### src/rtl/rv32i_types.sv
// Shared RV32I pipeline types: fetch FSM encoding and the canonical NOP.
package rv32i_types;

    localparam int unsigned XLEN     = 32;
    localparam logic [XLEN-1:0] NOP_INST = 32'h0000_0013;

    typedef enum logic [1:0] {
        FETCH   = 2'd0,
        HOLD    = 2'd1,
        DISCARD = 2'd2
    } fetch_state_t;

endpackage

### src/rtl/fetch_hold_buf.sv
// Holds a fetched instruction while IF/ID is stalled; resets and clears to NOP.
module fetch_hold_buf
    import rv32i_types::*;
(
    input  logic            clk,
    input  logic            rst_n,
    input  logic            load_i,
    input  logic            clear_i,
    input  logic [XLEN-1:0] data_i,
    output logic [XLEN-1:0] data_o
);

    logic [XLEN-1:0] buf_q;
    logic [XLEN-1:0] buf_d;

    always_comb begin
        buf_d = buf_q;
        if (load_i) begin
            buf_d = data_i;
        end else if (clear_i) begin
            buf_d = NOP_INST;
        end
    end

    always_ff @(posedge clk or negedge rst_n) begin
        if (!rst_n) begin
            buf_q <= NOP_INST;
        end else begin
            buf_q <= buf_d;
        end
    end

    assign data_o = buf_q;

endmodule

### src/rtl/if_fetch_unit.sv
// Fetch-stage PC generator and I-cache requester with stall hold and redirect squash.
module if_fetch_unit
    import rv32i_types::*;
#(
    parameter logic [31:0] RESET_PC = 32'h0000_0060
) (
    input  logic            clk,
    input  logic            rst,
    input  logic            stall,
    input  logic            true_branch,
    input  logic [XLEN-1:0] branch_pc,
    input  logic            inst_mem_resp,
    input  logic [XLEN-1:0] inst_mem_rdata,
    output logic            inst_mem_read,
    output logic [XLEN-1:0] inst_mem_address,
    output logic [XLEN-1:0] IF_inst,
    output logic [XLEN-1:0] IF_pc,
    output logic            IF_valid
);

    fetch_state_t    state_q, state_d;
    logic [XLEN-1:0] pc_q, pc_d;
    logic [XLEN-1:0] pend_q, pend_d;
    logic            active_q;
    logic            buf_load;
    logic            buf_clear;
    logic            valid_c;
    logic            read_c;
    logic [XLEN-1:0] buf_inst;

    fetch_hold_buf u_hold_buf (
        .clk     (clk),
        .rst_n   (rst),
        .load_i  (buf_load),
        .clear_i (buf_clear),
        .data_i  (inst_mem_rdata),
        .data_o  (buf_inst)
    );

    // Next-state and pass-through outputs; nothing issues until the cycle after reset release.
    always_comb begin
        state_d   = state_q;
        pc_d      = pc_q;
        pend_d    = pend_q;
        buf_load  = 1'b0;
        buf_clear = 1'b0;
        valid_c   = 1'b0;
        read_c    = 1'b0;
        if (active_q) begin
            case (state_q)
                FETCH: begin
                    read_c = 1'b1;
                    if (inst_mem_resp) begin
                        if (true_branch) begin
                            pc_d = branch_pc;
                        end else begin
                            valid_c = 1'b1;
                            if (stall) begin
                                buf_load = 1'b1;
                                state_d  = HOLD;
                            end else begin
                                pc_d = pc_q + 32'd4;
                            end
                        end
                    end else if (true_branch) begin
                        pend_d  = branch_pc;
                        state_d = DISCARD;
                    end
                end
                HOLD: begin
                    valid_c = !true_branch;
                    if (true_branch) begin
                        pc_d      = branch_pc;
                        buf_clear = 1'b1;
                        state_d   = FETCH;
                    end else if (!stall) begin
                        pc_d      = pc_q + 32'd4;
                        buf_clear = 1'b1;
                        state_d   = FETCH;
                    end
                end
                DISCARD: begin
                    read_c = 1'b1;
                    if (true_branch) begin
                        pend_d = branch_pc;
                    end
                    // Stale read must complete before the address may move.
                    if (inst_mem_resp) begin
                        pc_d    = true_branch ? branch_pc : pend_q;
                        state_d = FETCH;
                    end
                end
                default: begin
                    state_d = FETCH;
                end
            endcase
        end
    end

    always_ff @(posedge clk or negedge rst) begin
        if (!rst) begin
            state_q  <= FETCH;
            pc_q     <= RESET_PC;
            pend_q   <= '0;
            active_q <= 1'b0;
        end else begin
            state_q  <= state_d;
            pc_q     <= pc_d;
            pend_q   <= pend_d;
            active_q <= 1'b1;
        end
    end

    assign inst_mem_read    = read_c;
    assign inst_mem_address = {pc_q[XLEN-1:2], 2'b00};
    assign IF_valid         = valid_c;
    assign IF_pc            = pc_q;
    assign IF_inst          = !valid_c          ? NOP_INST :
                              (state_q == HOLD) ? buf_inst : inst_mem_rdata;

endmodule
### config.mk
export PLATFORM = sky130hd
export DESIGN_NAME = if_fetch_unit
export DESIGN_NICKNAME = d
export VERILOG_FILES = /design/src/rtl/rv32i_types.sv /design/src/rtl/fetch_hold_buf.sv /design/src/rtl/if_fetch_unit.sv
export SDC_FILE = /design/constraint.sdc
export NUM_CORES = 1
export LEC_CHECK = 0
export ABC_CLOCK_PERIOD_IN_PS = 2000
export CAP_MARGIN = 20
export CORE_AREA = 2 2 125 127
export DETAILED_ROUTE_END_ITERATION = 8
export DIE_AREA = 0 0 127 129
export GPL_TIMING_DRIVEN = 0
export MAX_ROUTING_LAYER = met4
export PLACE_DENSITY_LB_ADDON = 0.12
export SLEW_MARGIN = 5
export SYNTH_ARGS = -nofsm -noshare
export SYNTH_HDL_FRONTEND = slang
export SYNTH_SLANG_ARGS = --single-unit
### constraint.sdc
create_clock -name clk -period 2 [get_ports clk]
set_input_delay 0.3 -clock clk [delete_from_list [all_inputs] [get_ports clk]]
set_output_delay 0.3 -clock clk [all_outputs]
set_load 0.005 [all_outputs]
==> results by group <==
Status
  – Outcome: finished, violations left
  – Violated checks: negative setup slack

Logic synthesis
  – Seq cells post-synth: 99
  – Register area share after synthesis: 42.3%
  – Synthesis Warnings: 0
  – Post-synth EDFFs: 0
  – FFs w/ async S/R, synth: between 90% and 100%
  – Yosys cell types: 64
  – Most common cell in the netlist: dfrtp_1
  – Syn avg cell area: 9.38 sq um
  – Top post-synthesis cells by area: dfrtp_1 40%, a22o_1 5.5%, nand2_1 5.2%, mux2_2 4.8%, buf_4 4.5%
  – Post-synth top cells: 94 x dfrtp_1, 82 x nand2_1, 40 x a21oi_1
  – Mapped Area: 0.00587 sq mm
  – Dominant synthesized flop cell: dfrtp_1
  – Syn Inst Count: 626
  – Post-synth top area share: 40.1%
  – Synth area leader: dfrtp_1

GRT
  – First-pass GRT wire length: between 30000 and 40000 um
  – Initial antenna violation count: 2
  – Vias in the first global route: 5714
  – Gr usage total: roughly a quarter
  – Largest net degree at the start of global routing: 65
  – Total grt overflow: 0

Route
  – Detailed Routing Iterations Pass 1: 5
  – Remaining antenna violation count after routing: 0
  – Post-DR vias/cell: around 5.7
  – Post-route DRC: 0
  – Total wire length: a little over 20000 um
  – DR iter-0 viols: 459
  – Vias: roughly 5.8k
  – WL per Instance: around 20 um

Timing
  – Fmax: between 400 and 500 MHz
  – Minimum clock period: 2.13 ns
  – Slew Viols, Final: 0
  – Final setup vio count: 32
  – Final hold vios: 0
  – Clock Skew: 0.00834 ns
  – RSZ-0062 raised after global routing: true
  – Worst Tran Pin Value: 0.675 ns
  – Worst slew margin: 55.0%
  – Final setup margin: -0.127 ns
  – Period utilization: 106%

Setup path
  – Origin of the critical flop-to-flop path: IF_pc[10]
  – Arr. time, crit path: 1.83 ns
  – R2R Setup Slk: 0.05 ns
  – Worst r2r dst: IF_pc[27]
  – Required time worst endpoint: 1.70 ns
  – Crit-path max FO: 5
  – Reg2Reg Depth: 5
  – Startpoint types: flop
  – CP endpoint kind: primary output
  – Kind of critical path: flop to primary output

Power and ir drop
  – VDD IR max: 0.441 mV
  – Leakage: 0.00355 uW
  – Power per cell area: a little over 900 mW/mm^2
  – Power Internal: 5270 uW
  – Power, Total: just under 8000 uW
  – Seq pwr share: 39.3%
  – Sw frac: 32.9%
  – Switching pwr: 2590 uW
  – Clk pwr share: 22.8%
  – Comb power frac: a little under two fifths

Min path
  – Hold Path Sink: state_q[0]
  – Hold Crit Depth: 4
  – Worst Min Path Start: true_branch
  – Worst hold-check path type: input port to flop

Die
  – Die extent in y: 129 um
  – Starting density of the core: 39.2%
  – Die area: roughly 0.016 sq mm
  – Number of I/O pins: around 170
  – FP Rows: 45
  – Die X: 127 um
  – Core area: 0.0150 sq mm

Finish
  – Register Area: about 0.0025 sq mm
  – Area Overhead vs Synth: 44.0%
  – Share of cells above drive strength 1: 28.1%
  – Multi-input logic area: 0.00310 sq mm
  – Nets: 891
  – Filler cells: 1350
  – Final design area excluding fillers: about 0.0085 sq mm

Clock tree
  – CTS max path bufs: 2
  – CTS tree: yes
  – Clk sink count: 99
  – Max H-tree Level: 3
  – Clk slew on worst S/H paths: 0.07 ns
  – CTS buffer count: 9
  – Root Buffer: clkbuf_16
  – Clk_lat worst skew: between 0.3 and 0.4 ns

Place
  – Placer Congestion: ~0.95
  – Post-DP HPWL: approximately 14000 um
  – Area post-placement: 0.00777 sq mm
  – Post-Place Worst Slack: -0.755 ns
  – Input/output buffers: between 150 and 200

Job
  – Max cap viols: 0
==> cell families (layout without fill, tap and decap cells) <==
logic type	after synthesis	in the layout	share of synthesized area (%)
simple gates	214	214	19.0
compound gates	171	171	21.5
flops	99	99	42.3
buf+inv	96	295	8.86
mux	43	43	8.05
other cells	2	5	0.128
fa+ha+maj	1	1	0.213
==> cell type report <==
cell class                      count  share of cell area [%]
Clock inverter                      6                   0.755
Inverter                           13                   0.725
Tap cell                          188                    2.78
Buffer                             80                    6.85
Timing Repair Buffer              186                    20.0
Sequential cell                    99                    29.4
Antenna cell                        2                  0.0592
Multi-Input combinational cell    432                    36.7
Clock buffer                       10                    2.71
==> worst max-delay path, stage by stage, from the launching register on <==
cell	delay, ns
dfrtp_1	0.39
buf_6	0.12
or3_4	0.41
buf_6	0.16
clkbuf_16	0.15
a21oi_1	0.11
buf_2	0.13
==> power by group through the flow <==
| stage | Clock, uW | Sequential, uW | Combinational (uW) |
|---|---|---|---|
| final | 1790 | 3090 | 2970 |
| after global routing | 1890 | 3170 | 3210 |
| after CTS | 1810 | 3060 | 2910 |
| after detailed placement | 0 | 3090 | 2810 |
| after global placement | 0 | 3060 | 2760 |
| after floorplan | 0 | 2950 | 1450 |
==> repair_timing <==
item / CTS / global route
pin swaps: 2 / 5
setup buffers: 8 / 10
gates resized for setup: 202 / 35
hold endpoints to repair: 30 / 0
endpoints found under the setup margin: 53 / 56
cloned: 3 / 0
hold buffers: 1 / 0
==> sequential cells by signal, indices dropped and copies added (netlist names) <==
name	count
IF_pc	32
pend_q	32
u_hold_buf.data_o	32
state_q	2
active_q	1
==> through the flow <==
stage | TNS, ns | std cells | util, % | hold slack, ns
6_report | -2.65 | 1016 | 56.5 | 0.424
5_1_grt | -4.49 | 1016 | 56.5 | 0.465
4_1_cts | -2.57 | 1006 | 55.1 | 0.462
3_5_place_dp | -28.69 | 979 | 51.9 | 0.298
3_3_place_gp | -342.45 | 978 | 51.7 | 0.461
2_1_floorplan | 0 | 627 | - | 0.00441
==> worst max-delay path by stage <==
stage | startpoint | slack [ns] | end | depth (start not counted)
after global placement | rst | -3.25 | u_hold_buf.data_o[14] | 1
after CTS | state_q[1] | -0.13 | IF_inst[21] | 6
after global routing | state_q[1] | -0.17 | IF_inst[25] | 6
after detailed placement | inst_mem_resp | -0.75 | IF_inst[1] | 7
after floorplan | IF_pc[5] | 0.20 | IF_pc[30] | 5
final | state_q[1] | -0.13 | IF_inst[27] | 6
==> placed cells by master, fill, tap and decap left out, types with 12 or more instances in the layout <==
cell type / Yosys / routed
dfrtp_1: 94 / 92
mux2_2: 25 / 25
nand4_1: 22 / 22
buf_2: 23 / 50
and2_1: 16 / 16
a21oi_2: 0 / 22
a22o_1: 37 / 37
nand2_1: 82 / 81
clkbuf_16: 0 / 12
clkdlybuf4s50_1: 0 / 127
nor3_1: 18 / 18
a21oi_1: 40 / 12
inv_1: 12 / 12
buf_4: 35 / 50
==> per-layer routing <==
layer / vias up / part of all wire, % / track usage, %
li1: 2684 / - / -
met1: 2840 / 42 / 31.5
met2: 271 / 48 / 41.9
met3: 37 / 6.8 / 5.16
met4: 0 / 2.7 / 9.50
met5: - / 0 / -
(Power assumes the default switching activity.)
